File: config.mk
export PLATFORM = sky130hd
export DESIGN_NAME = sram_fifo_ctrl
export DESIGN_NICKNAME = d
export VERILOG_FILES = /design/src/rtl/enclave_pkg.sv /design/src/rtl/sram_fifo_ctrl.sv
export SDC_FILE = /design/constraint.sdc
export NUM_CORES = 1
export LEC_CHECK = 0
export ABC_AREA = 1
export CORE_AREA = 10 10 208 210
export CTS_CLUSTER_DIAMETER = 100
export DETAILED_ROUTE_END_ITERATION = 8
export DIE_AREA = 0 0 218 220
export PLACE_DENSITY = 0.51
export SLEW_MARGIN = 15
export SYNTH_ARGS = -nofsm -noshare
export SYNTH_HDL_FRONTEND = slang
export SYNTH_SLANG_ARGS = --single-unit
File: constraint.sdc
create_clock -name clk -period 10.45 [get_ports clk]
set_clock_uncertainty 0.1 [all_clocks]
set_input_delay 2.6125 -clock clk [delete_from_list [all_inputs] [get_ports clk]]
set_output_delay 2.6125 -clock clk [all_outputs]
set_load 0.02 [all_outputs]
File: src/rtl/enclave_pkg.sv
// Shared types and default sizing for the enclave storage blocks.
package enclave_pkg;

   localparam int DEF_DATA_WIDTH = 128;
   localparam int DEF_ADDR_WIDTH = 10;
   localparam int DEF_DEPTH      = 1024;

   typedef enum logic [1:0] {
      RD_IDLE = 2'd0,
      RD_WAIT = 2'd1,
      RD_HOLD = 2'd2
   } rd_state_e;

endpackage

File: src/rtl/sram_fifo_ctrl.sv
// FIFO controller over an external single-cycle-latency SRAM, with a one-word
// output register fed by a three-state read FSM.
module sram_fifo_ctrl
   import enclave_pkg::*;
#(
   parameter int DATA_WIDTH = DEF_DATA_WIDTH,
   parameter int ADDR_WIDTH = DEF_ADDR_WIDTH,
   parameter int DEPTH      = DEF_DEPTH
) (
   input  logic                  clk,
   input  logic                  rst,
   input  logic                  in_valid,
   input  logic [DATA_WIDTH-1:0] in_data,
   output logic                  in_ready,
   output logic                  out_valid,
   output logic [DATA_WIDTH-1:0] out_data,
   input  logic                  out_ready,
   output logic [ADDR_WIDTH:0]   count,
   output logic                  sram_wen,
   output logic [ADDR_WIDTH-1:0] sram_wadr,
   output logic [DATA_WIDTH-1:0] sram_wdata,
   output logic                  sram_ren,
   output logic [ADDR_WIDTH-1:0] sram_radr,
   input  logic [DATA_WIDTH-1:0] sram_rdata
);

   localparam logic [ADDR_WIDTH:0]   CNT_FULL = (ADDR_WIDTH+1)'(DEPTH);
   localparam logic [ADDR_WIDTH:0]   CNT_ONE  = (ADDR_WIDTH+1)'(1);
   localparam logic [ADDR_WIDTH-1:0] ADR_LAST = ADDR_WIDTH'(DEPTH - 1);
   localparam logic [ADDR_WIDTH-1:0] ADR_ONE  = ADDR_WIDTH'(1);

   rd_state_e             state_q, state_d;
   logic [ADDR_WIDTH:0]   sram_cnt_q, sram_cnt_d;
   logic [ADDR_WIDTH-1:0] wr_ptr_q, wr_ptr_d;
   logic [ADDR_WIDTH-1:0] rd_ptr_q, rd_ptr_d;
   logic [DATA_WIDTH-1:0] out_data_q, out_data_d;
   logic                  push;
   logic                  rd_issue;
   logic                  cnt_nz;

   function automatic logic [ADDR_WIDTH-1:0] ptr_inc(input logic [ADDR_WIDTH-1:0] p);
      return (p == ADR_LAST) ? '0 : p + ADR_ONE;
   endfunction

   assign cnt_nz   = (sram_cnt_q != '0);
   assign in_ready = (sram_cnt_q != CNT_FULL);
   // Gated by rst so no write escapes while the controller is being cleared.
   assign push     = in_valid && in_ready && !rst;

   assign sram_wen   = push;
   assign sram_wadr  = wr_ptr_q;
   assign sram_wdata = in_data;
   assign sram_ren   = rd_issue;
   assign sram_radr  = rd_ptr_q;

   assign out_valid = (state_q == RD_HOLD);
   assign out_data  = out_data_q;
   assign count     = sram_cnt_q + (ADDR_WIDTH+1)'(state_q != RD_IDLE);

   always_comb begin
      state_d    = state_q;
      out_data_d = out_data_q;
      rd_issue   = 1'b0;
      case (state_q)
         RD_IDLE: begin
            if (cnt_nz) begin
               rd_issue = 1'b1;
               state_d  = RD_WAIT;
            end
         end
         RD_WAIT: begin
            out_data_d = sram_rdata;
            state_d    = RD_HOLD;
         end
         RD_HOLD: begin
            if (out_ready) begin
               if (cnt_nz) begin
                  rd_issue = 1'b1;
                  state_d  = RD_WAIT;
               end else begin
                  state_d = RD_IDLE;
               end
            end
         end
         default: state_d = RD_IDLE;
      endcase
   end

   always_comb begin
      wr_ptr_d   = push ? ptr_inc(wr_ptr_q) : wr_ptr_q;
      rd_ptr_d   = rd_issue ? ptr_inc(rd_ptr_q) : rd_ptr_q;
      sram_cnt_d = sram_cnt_q;
      case ({push, rd_issue})
         2'b10:   sram_cnt_d = sram_cnt_q + CNT_ONE;
         2'b01:   sram_cnt_d = sram_cnt_q - CNT_ONE;
         default: sram_cnt_d = sram_cnt_q;
      endcase
   end

   always_ff @(posedge clk or posedge rst) begin
      if (rst) begin
         state_q    <= RD_IDLE;
         sram_cnt_q <= '0;
         wr_ptr_q   <= '0;
         rd_ptr_q   <= '0;
         out_data_q <= '0;
      end else begin
         state_q    <= state_d;
         sram_cnt_q <= sram_cnt_d;
         wr_ptr_q   <= wr_ptr_d;
         rd_ptr_q   <= rd_ptr_d;
         out_data_q <= out_data_d;
      end
   end

endmodule

==> summary.json, run 1 <==
{
  "status": {
    "status": "complete, no violations"
  },
  "floorplan": {
    "floorplan.initialDensity_pct": 20.8,
    "core_um2": 39300,
    "fp.dieW_um": 218,
    "die_y_um": 220,
    "core.rowCount": 73,
    "i_o_pins": 551,
    "fp.dieArea_um2": 48000
  },
  "clock_network": {
    "cts_tree": "done",
    "cts.reportedPaths.clkPinSlew_ns": 0.07,
    "quantity_of_gates_resized_following_cts": 0,
    "cts.htree.levels": 4,
    "postCtsSetupRepairBufs": 0,
    "cts-root-to-sink-buffers": 2,
    "cts_inserted_buffers": 17,
    "clk-insertion-delay-late_ns": 0.44,
    "cts-root-buf": "sky130_fd_sc_hd__clkbuf_16",
    "hold_fix_buffers_cts": 0,
    "numClockSinks": 161
  },
  "synth": {
    "post_synth_instance_area_um2": 8150,
    "syn_area_per_cell_um2": 11.0,
    "postSynthNetCount": 1016,
    "postSynthCellCount": 741,
    "synth.yosys.seq_area_share_pct": 49.4,
    "yosys_warnings": 0,
    "synth.ff_latch_count": 161,
    "ys_types": 32
  },
  "hold_path": {
    "worst_hold_path.endpoint": "out_data[64]",
    "type_of_the_tightest_min_delay_check": "reg2reg",
    "worst_hold_startpoint": "out_data[64]",
    "timing.hold.worst_path_depth": 1
  },
  "finish": {
    "final.fill_count": 4080,
    "layout.cells.most_common": "sky130_fd_sc_hd__clkdlybuf4s50_1",
    "area.growth.synth_to_final_pct": 37.9,
    "antenna_diode_count": 0,
    "final_layout_size_suffix_gt1_share_pct": 18.9,
    "number_of_nets_in_the_layout": 1187,
    "final_cell_mix": "sky130_fd_sc_hd__clkdlybuf4s50_1 (294), sky130_fd_sc_hd__dfrtp_1 (161), sky130_fd_sc_hd__mux2_2 (128)"
  },
  "route": {
    "drt_wl_total_mm": 27.3,
    "drt_pass1_iterations": 4,
    "via_per_inst": 3.94,
    "vias": 5719,
    "wl_per_cell_um": 18.8,
    "drtAntennaViolNets": 0,
    "drcViolationCount": 0,
    "drt_iter0_markers": 216
  },
  "grt": {
    "grt_max_degree": 68,
    "globalRouteTotalUtil_pct": 11.0,
    "wire_length_of_the_first_global_routing_pass_mm": 39.4,
    "gr-total-overflow": 0,
    "antenna_found_initial": 0,
    "first_global_vias": 6071
  },
  "power": {
    "vdd.ir_drop.worst_mv": 0.153,
    "power_density_nw_per_um2": 341,
    "power.leakage_nw": 4.69
  },
  "worst_setup_path": {
    "critPathCaptureType": "primary output",
    "critical_path.startpoint_type": "input pin",
    "worst_r2r_startpoint": "sram_cnt_q[0]",
    "cp-startpoint": "rst",
    "worst-r2r-cell-count": 15,
    "cp_max_fo": 48,
    "crit_required_ns": 7.74,
    "reg2reg_slack_ns": 7.07,
    "crit-reg2reg-capture": "sram_cnt_q[8]",
    "critical_path_class": "in2out",
    "timing.critical_path.arrival_ns": 4.58
  },
  "sta": {
    "tns_ns": 0,
    "worst_slack_ns": 3.16,
    "clock_period_minus_worst_slack_ns": 7.29,
    "normalized_max_slew_margin_pct": 40.4,
    "final-max-slew-violation-count": 0,
    "hold_viol": 0,
    "setup_viol": 0,
    "maxClockFrequency_mhz": 137,
    "post-route-period-util_pct": 69.8,
    "slew_at_the_pin_with_the_worst_max_slew_slack_ns": 0.894,
    "grt_setup_unrepaired": "false"
  },
  "placement": {
    "dp.final_hpwl_mm": 21.4,
    "globalplace.congestion": 0.800,
    "io_buffer_count": 294,
    "placement.setup.worst_slack_ns": 3.09
  },
  "run": {
    "maxCapViolCount": 0
  }
}
==> state kept, by name (all words and copies together), names as in the netlist <==
register	cells
sram_cnt_q	11
sram_wadr	10
state_q	2
sram_radr	10
out_data	128
==> through the flow <==
step / instances / power (mW) / hold WS [ns] / utilization [%] / cell area (µm²)
4_1_cts: 1450 / 3.92 / 0.407 / 28.6 / 11200
3_3_place_gp: 1418 / 3.24 / 0.387 / 27.1 / 10700
3_5_place_dp: 1418 / 3.25 / 0.392 / 27.1 / 10700
6_report: 1450 / 3.83 / 0.403 / 28.6 / 11200
5_1_grt: 1450 / 4.11 / 0.416 / 28.6 / 11200
2_1_floorplan: 741 / 2.42 / 0.395 / - / 8150
==> synthesized netlist by cell type, drive strengths merged <==
cell type	instances	area, µm²
dfrtp	161	4030
buf	146	1140
mux2	128	1440
nand2	118	453
nor2	41	156
inv	38	143
nand3	28	150
o21ai	15	78.8
xor2	15	131
ha	14	175
a21oi	10	53.8
nand4	7	43.8
nand3b	5	37.5
xnor2	4	35.0
o22ai	3	18.8
o21bai	2	15.0
or2	2	12.5
fa	1	20.0
nor3	1	5.00
nor3b	1	7.51
nor4	1	6.26
==> layer usage <==
metal	track usage [%]	share of wire [%]	vias to the layer above
met5	0.624	0.15	-
met3	5.72	10	70
li1	-	-	2650
met2	17.8	49	235
met1	11.6	36	2762
met4	5.65	3.6	2
==> worst max-delay path: stages <==
cell,delay [ns]
sky130_fd_sc_hd__clkdlybuf4s50_1,0.47
sky130_fd_sc_hd__inv_6,0.39
sky130_fd_sc_hd__nand2_1,0.12
sky130_fd_sc_hd__a21oi_2,0.30
sky130_fd_sc_hd__clkdlybuf4s50_1,0.68
==> layout make-up <==
type / instances / area (µm²) / share of cell area, %
Sequential cell: 161 / 4030 / 35.8
Timing Repair Buffer: 298 / 2970 / 26.4
Multi-Input combinational cell: 396 / 2850 / 25.3
Tap cell: 525 / 657 / 5.84
Clock buffer: 19 / 443 / 3.94
Inverter: 38 / 148 / 1.31
Clock inverter: 13 / 144 / 1.28
==> cell families (layout without fill, tap and decap cells) <==
| family | Yosys count | after routing | share of synthesized area (%) |
|---|---|---|---|
| adders and majority gates | 15 | 15 | 2.39 |
| DFF | 161 | 161 | 49.4 |
| muxes | 128 | 128 | 17.7 |
| buffers and inverters | 184 | 368 | 15.7 |
| and+or+nand+nor | 204 | 204 | 10.7 |
| AOI/OAI and AO/OA | 30 | 30 | 2.04 |
| xor gates and xnor gates | 19 | 19 | 2.04 |
==> power breakdown <==
part           leakage, nW  switching [mW]  internal (mW)
Clock                0.283           0.294          0.344
Sequential            1.91           0.188          0.930
Combinational         2.49            1.05           1.02
==> worst max path at each step <==
stage	end	slack (ns)	cells past startpoint
6_report	sram_wen	3.16	5
3_3_place_gp	sram_wen	3.08	5
5_1_grt	sram_wen	2.93	5
3_5_place_dp	sram_wen	3.09	5
4_1_cts	sram_wen	3.09	5
2_1_floorplan	sram_wen	1.01	3
Power figures use the tool's default switching activity.
==> run 2: changes to the inputs <==
Clock period 10.45 ns to 7.04 ns, I/O delays scaled along.
==> summary.json, run 2 (synthesis gave the netlist of run 1 again) <==
{
  "grt": {
    "antenna_found_initial": {"value": 2, "change": "was 0"},
    "first_global_vias": {"value": 6179, "change": "was 6071"},
    "globalRouteTotalUtil": {"value": 10.8, "unit": "%", "change": "was 11.0%"},
    "grt_max_degree": {"value": 75, "change": "was 68"},
    "wire_length_of_the_first_global_routing_pass": {"value": 38.6, "unit": "mm", "change": "was 39.4 mm"},
    "gr-total-overflow": {"value": 0, "change": "unchanged"}
  },
  "clock_network": {
    "cts_inserted_buffers": {"value": 17, "change": "unchanged"},
    "cts-root-buf": {"value": "sky130_fd_sc_hd__clkbuf_16", "change": "unchanged"},
    "hold_fix_buffers_cts": {"value": 0, "change": "unchanged"},
    "quantity_of_gates_resized_following_cts": {"value": 0, "change": "unchanged"},
    "cts.reportedPaths.clkPinSlew": {"value": 0.07, "unit": "ns", "change": "about the same"},
    "clk-insertion-delay-late": {"value": 0.44, "unit": "ns", "change": "about the same"},
    "numClockSinks": {"value": 161, "change": "unchanged"},
    "cts-root-to-sink-buffers": {"value": 2, "change": "unchanged"},
    "cts_tree": {"value": "done", "change": "unchanged"},
    "postCtsSetupRepairBufs": {"value": 0, "change": "unchanged"},
    "cts.htree.levels": {"value": 4, "change": "unchanged"}
  },
  "finish": {
    "antenna_diode_count": {"value": 0, "change": "unchanged"},
    "area.growth.synth_to_final": {"value": 38.4, "unit": "%", "change": "was 37.9%"},
    "final_layout_size_suffix_gt1_share": {"value": 19.0, "unit": "%", "change": "was 18.9%"},
    "number_of_nets_in_the_layout": {"value": 1187, "change": "unchanged"},
    "final_design_area_no_fill": {"value": 11300, "unit": "µm²", "change": "was 11200 µm²"},
    "largest_register_ffs": {"value": 128, "change": "unchanged"},
    "layout.cells.most_common": {"value": "sky130_fd_sc_hd__clkdlybuf4s50_1", "change": "unchanged"},
    "final_cell_mix": {"value": "sky130_fd_sc_hd__clkdlybuf4s50_1 (294), sky130_fd_sc_hd__dfrtp_1 (161), sky130_fd_sc_hd__mux2_2 (128)", "change": "unchanged"}
  },
  "status": {
    "status": {"value": "complete, no violations", "change": "unchanged"}
  },
  "worst_setup_path": {
    "reg2reg_slack": {"value": 3.69, "unit": "ns", "change": "was 7.07 ns"},
    "crit-reg2reg-capture": {"value": "sram_cnt_q[6]", "change": "was sram_cnt_q[8]"},
    "worst-r2r-cell-count": {"value": 15, "change": "unchanged"},
    "worst_r2r_startpoint": {"value": "sram_cnt_q[0]", "change": "unchanged"},
    "timing.critical_path.cells": {"value": "clkdlybuf4s50_1, inv_1, a21oi_1, nand2_4, inv_1, clkdlybuf4s50_1", "change": "was clkdlybuf4s50_1, inv_6, nand2_1, a21oi_2, clkdlybuf4s50_1"},
    "cp_slowest_stage_delay": {"value": 0.66, "unit": "ns", "change": "was 0.68 ns"},
    "crit_path_end": {"value": "sram_ren", "change": "was sram_wen"},
    "timing.critical_path.arrival": {"value": 3.53, "unit": "ns", "change": "was 4.58 ns"},
    "critical_path.startpoint_type": {"value": "input pin", "change": "unchanged"},
    "critical_path_class": {"value": "in2out", "change": "unchanged"},
    "cp_slowest_cell": {"value": "sky130_fd_sc_hd__clkdlybuf4s50_1", "change": "unchanged"},
    "crit_required": {"value": 5.18, "unit": "ns", "change": "was 7.74 ns"},
    "critical_path.n_buffers_inverters": {"value": 4, "change": "was 3"},
    "cp_num_cells": {"value": 6, "change": "was 5"},
    "cp_top_family": {"value": "buffers and inverters", "change": "unchanged"},
    "cp_max_fo": {"value": 18, "change": "was 48"},
    "critPathCaptureType": {"value": "primary output", "change": "unchanged"},
    "cp-startpoint": {"value": "out_ready", "change": "was rst"}
  },
  "floorplan": {
    "core": {"value": 39300, "unit": "µm²", "change": "unchanged"},
    "core.rowCount": {"value": 73, "change": "unchanged"},
    "fp.dieArea": {"value": 48000, "unit": "µm²", "change": "unchanged"},
    "die_y": {"value": 220, "unit": "µm", "change": "unchanged"},
    "fp.dieW": {"value": 218, "unit": "µm", "change": "unchanged"},
    "floorplan.initialDensity": {"value": 20.8, "unit": "%", "change": "unchanged"},
    "i_o_pins": {"value": 551, "change": "unchanged"}
  },
  "route": {
    "drt_pass1_iterations": {"value": 4, "change": "unchanged"},
    "drtAntennaViolNets": {"value": 0, "change": "unchanged"},
    "drt_iter0_markers": {"value": 304, "change": "was 216"},
    "wl_per_cell": {"value": 18.4, "unit": "µm", "change": "was 18.8 µm"},
    "via_per_inst": {"value": 3.92, "change": "was 3.94"},
    "drcViolationCount": {"value": 0, "change": "unchanged"},
    "vias": {"value": 5678, "change": "was 5719"},
    "drt_wl_total": {"value": 26.7, "unit": "mm", "change": "was 27.3 mm"}
  },
  "sta": {
    "post-route-period-util_pct": 76.5,
    "maxClockFrequency_mhz": 186,
    "grt_setup_unrepaired": {"value": "false", "change": "unchanged"},
    "slew_at_the_pin_with_the_worst_max_slew_slack": {"value": 0.981, "unit": "ns", "change": "was 0.894 ns"},
    "worst_slack": {"value": 1.65, "unit": "ns", "change": "was 3.16 ns"},
    "hold_viol": {"value": 0, "change": "unchanged"},
    "normalized_max_slew_margin": {"value": 34.6, "unit": "%", "change": "was 40.4%"},
    "clock_period_minus_worst_slack_ns": 5.39,
    "tns": {"value": 0, "unit": "ns", "change": "unchanged"},
    "setup_viol": {"value": 0, "change": "unchanged"},
    "final-max-slew-violation-count": {"value": 0, "change": "unchanged"}
  },
  "placement": {
    "dp.final_hpwl": {"value": 20.6, "unit": "mm", "change": "was 21.4 mm"},
    "placement.setup.worst_slack": {"value": 1.62, "unit": "ns", "change": "was 3.09 ns"},
    "globalplace.congestion": {"value": 0.789, "change": "was 0.800"},
    "postPlaceCellArea": {"value": 10700, "unit": "µm²", "change": "about the same"},
    "io_buffer_count": {"value": 294, "change": "unchanged"}
  },
  "power": {
    "power.leakage": {"value": 4.71, "unit": "nW", "change": "was 4.69 nW"},
    "vdd.ir_drop.worst": {"value": 0.262, "unit": "mV", "change": "was 0.153 mV"},
    "power_density": {"value": 508, "unit": "nW/µm²", "change": "was 341 nW/µm²"}
  },
  "hold_path": {
    "type_of_the_tightest_min_delay_check": {"value": "reg2reg", "change": "unchanged"}
  },
  "run": {
    "maxCapViolCount": {"value": 0, "change": "unchanged"}
  }
}
## run 2: per-stage QoR
step | utilization, % | hold slack [ns] | power [mW] | instances
2_1_floorplan | - | 0.395 | 3.59 | 741
3_3_place_gp | 27.1 | 0.387 | 4.78 | 1418
3_5_place_dp | 27.1 | 0.392 | 4.80 | 1418
4_1_cts | 28.7 | 0.408 | 5.86 | 1450
5_1_grt | 28.7 | 0.417 | 6.13 | 1450
6_report | 28.7 | 0.404 | 5.73 | 1450
## run 2: area by class of cell
type	instances	area, µm²
clock buffers	19	453
clock inverters	13	170
flip-flops and latches	161	4030
well taps	525	657
repair buffers	298	2970
multi-input cells	396	2850
fillers	4118	28000
inverters	38	146
## run 2: how the worst min path moves through the flow
stage	from	slack, ns	cells after the start	endpoint
5_1_grt	out_data[66]	0.42	1	out_data[66]
6_report	out_data[80]	0.40	1	out_data[80]
3_5_place_dp	out_data[3]	0.39	1	out_data[3]
3_3_place_gp	out_data[3]	0.39	1	out_data[3]
4_1_cts	out_data[3]	0.41	1	out_data[3]
2_1_floorplan	sram_cnt_q[8]	0.39	2	sram_cnt_q[8]
## run 2: report_power, final
group / internal, mW / switching (mW)
sequential: 1.38 / 0.279
clock: 0.557 / 0.446
combinational: 1.52 / 1.55
## run 2: worst reg2reg max path, stage by stage (launching register included)
cell and delay (ns):
sky130_fd_sc_hd__dfrtp_1 0.48, sky130_fd_sc_hd__nor2_1 0.14, sky130_fd_sc_hd__nand3_1 0.10, sky130_fd_sc_hd__nor2_2 0.28, sky130_fd_sc_hd__nand2_1 0.22, sky130_fd_sc_hd__nand2_4 0.21
sky130_fd_sc_hd__inv_1 0.16, sky130_fd_sc_hd__ha_1 0.40, sky130_fd_sc_hd__ha_1 0.43, sky130_fd_sc_hd__or2_2 0.29, sky130_fd_sc_hd__nand2_1 0.07, sky130_fd_sc_hd__inv_1 0.07
sky130_fd_sc_hd__nand2_1 0.09, sky130_fd_sc_hd__nand3b_1 0.07, sky130_fd_sc_hd__nand3_1 0.09, sky130_fd_sc_hd__nand2_1 0.05
## run 2: routing by layer
metal | part of all wire (%) | global-route usage [%]
met1 | 36 | 11.0
met2 | 49 | 17.6
met3 | 11 | 5.46
met4 | 4.2 | 6.18
met5 | 0.049 | 0.832
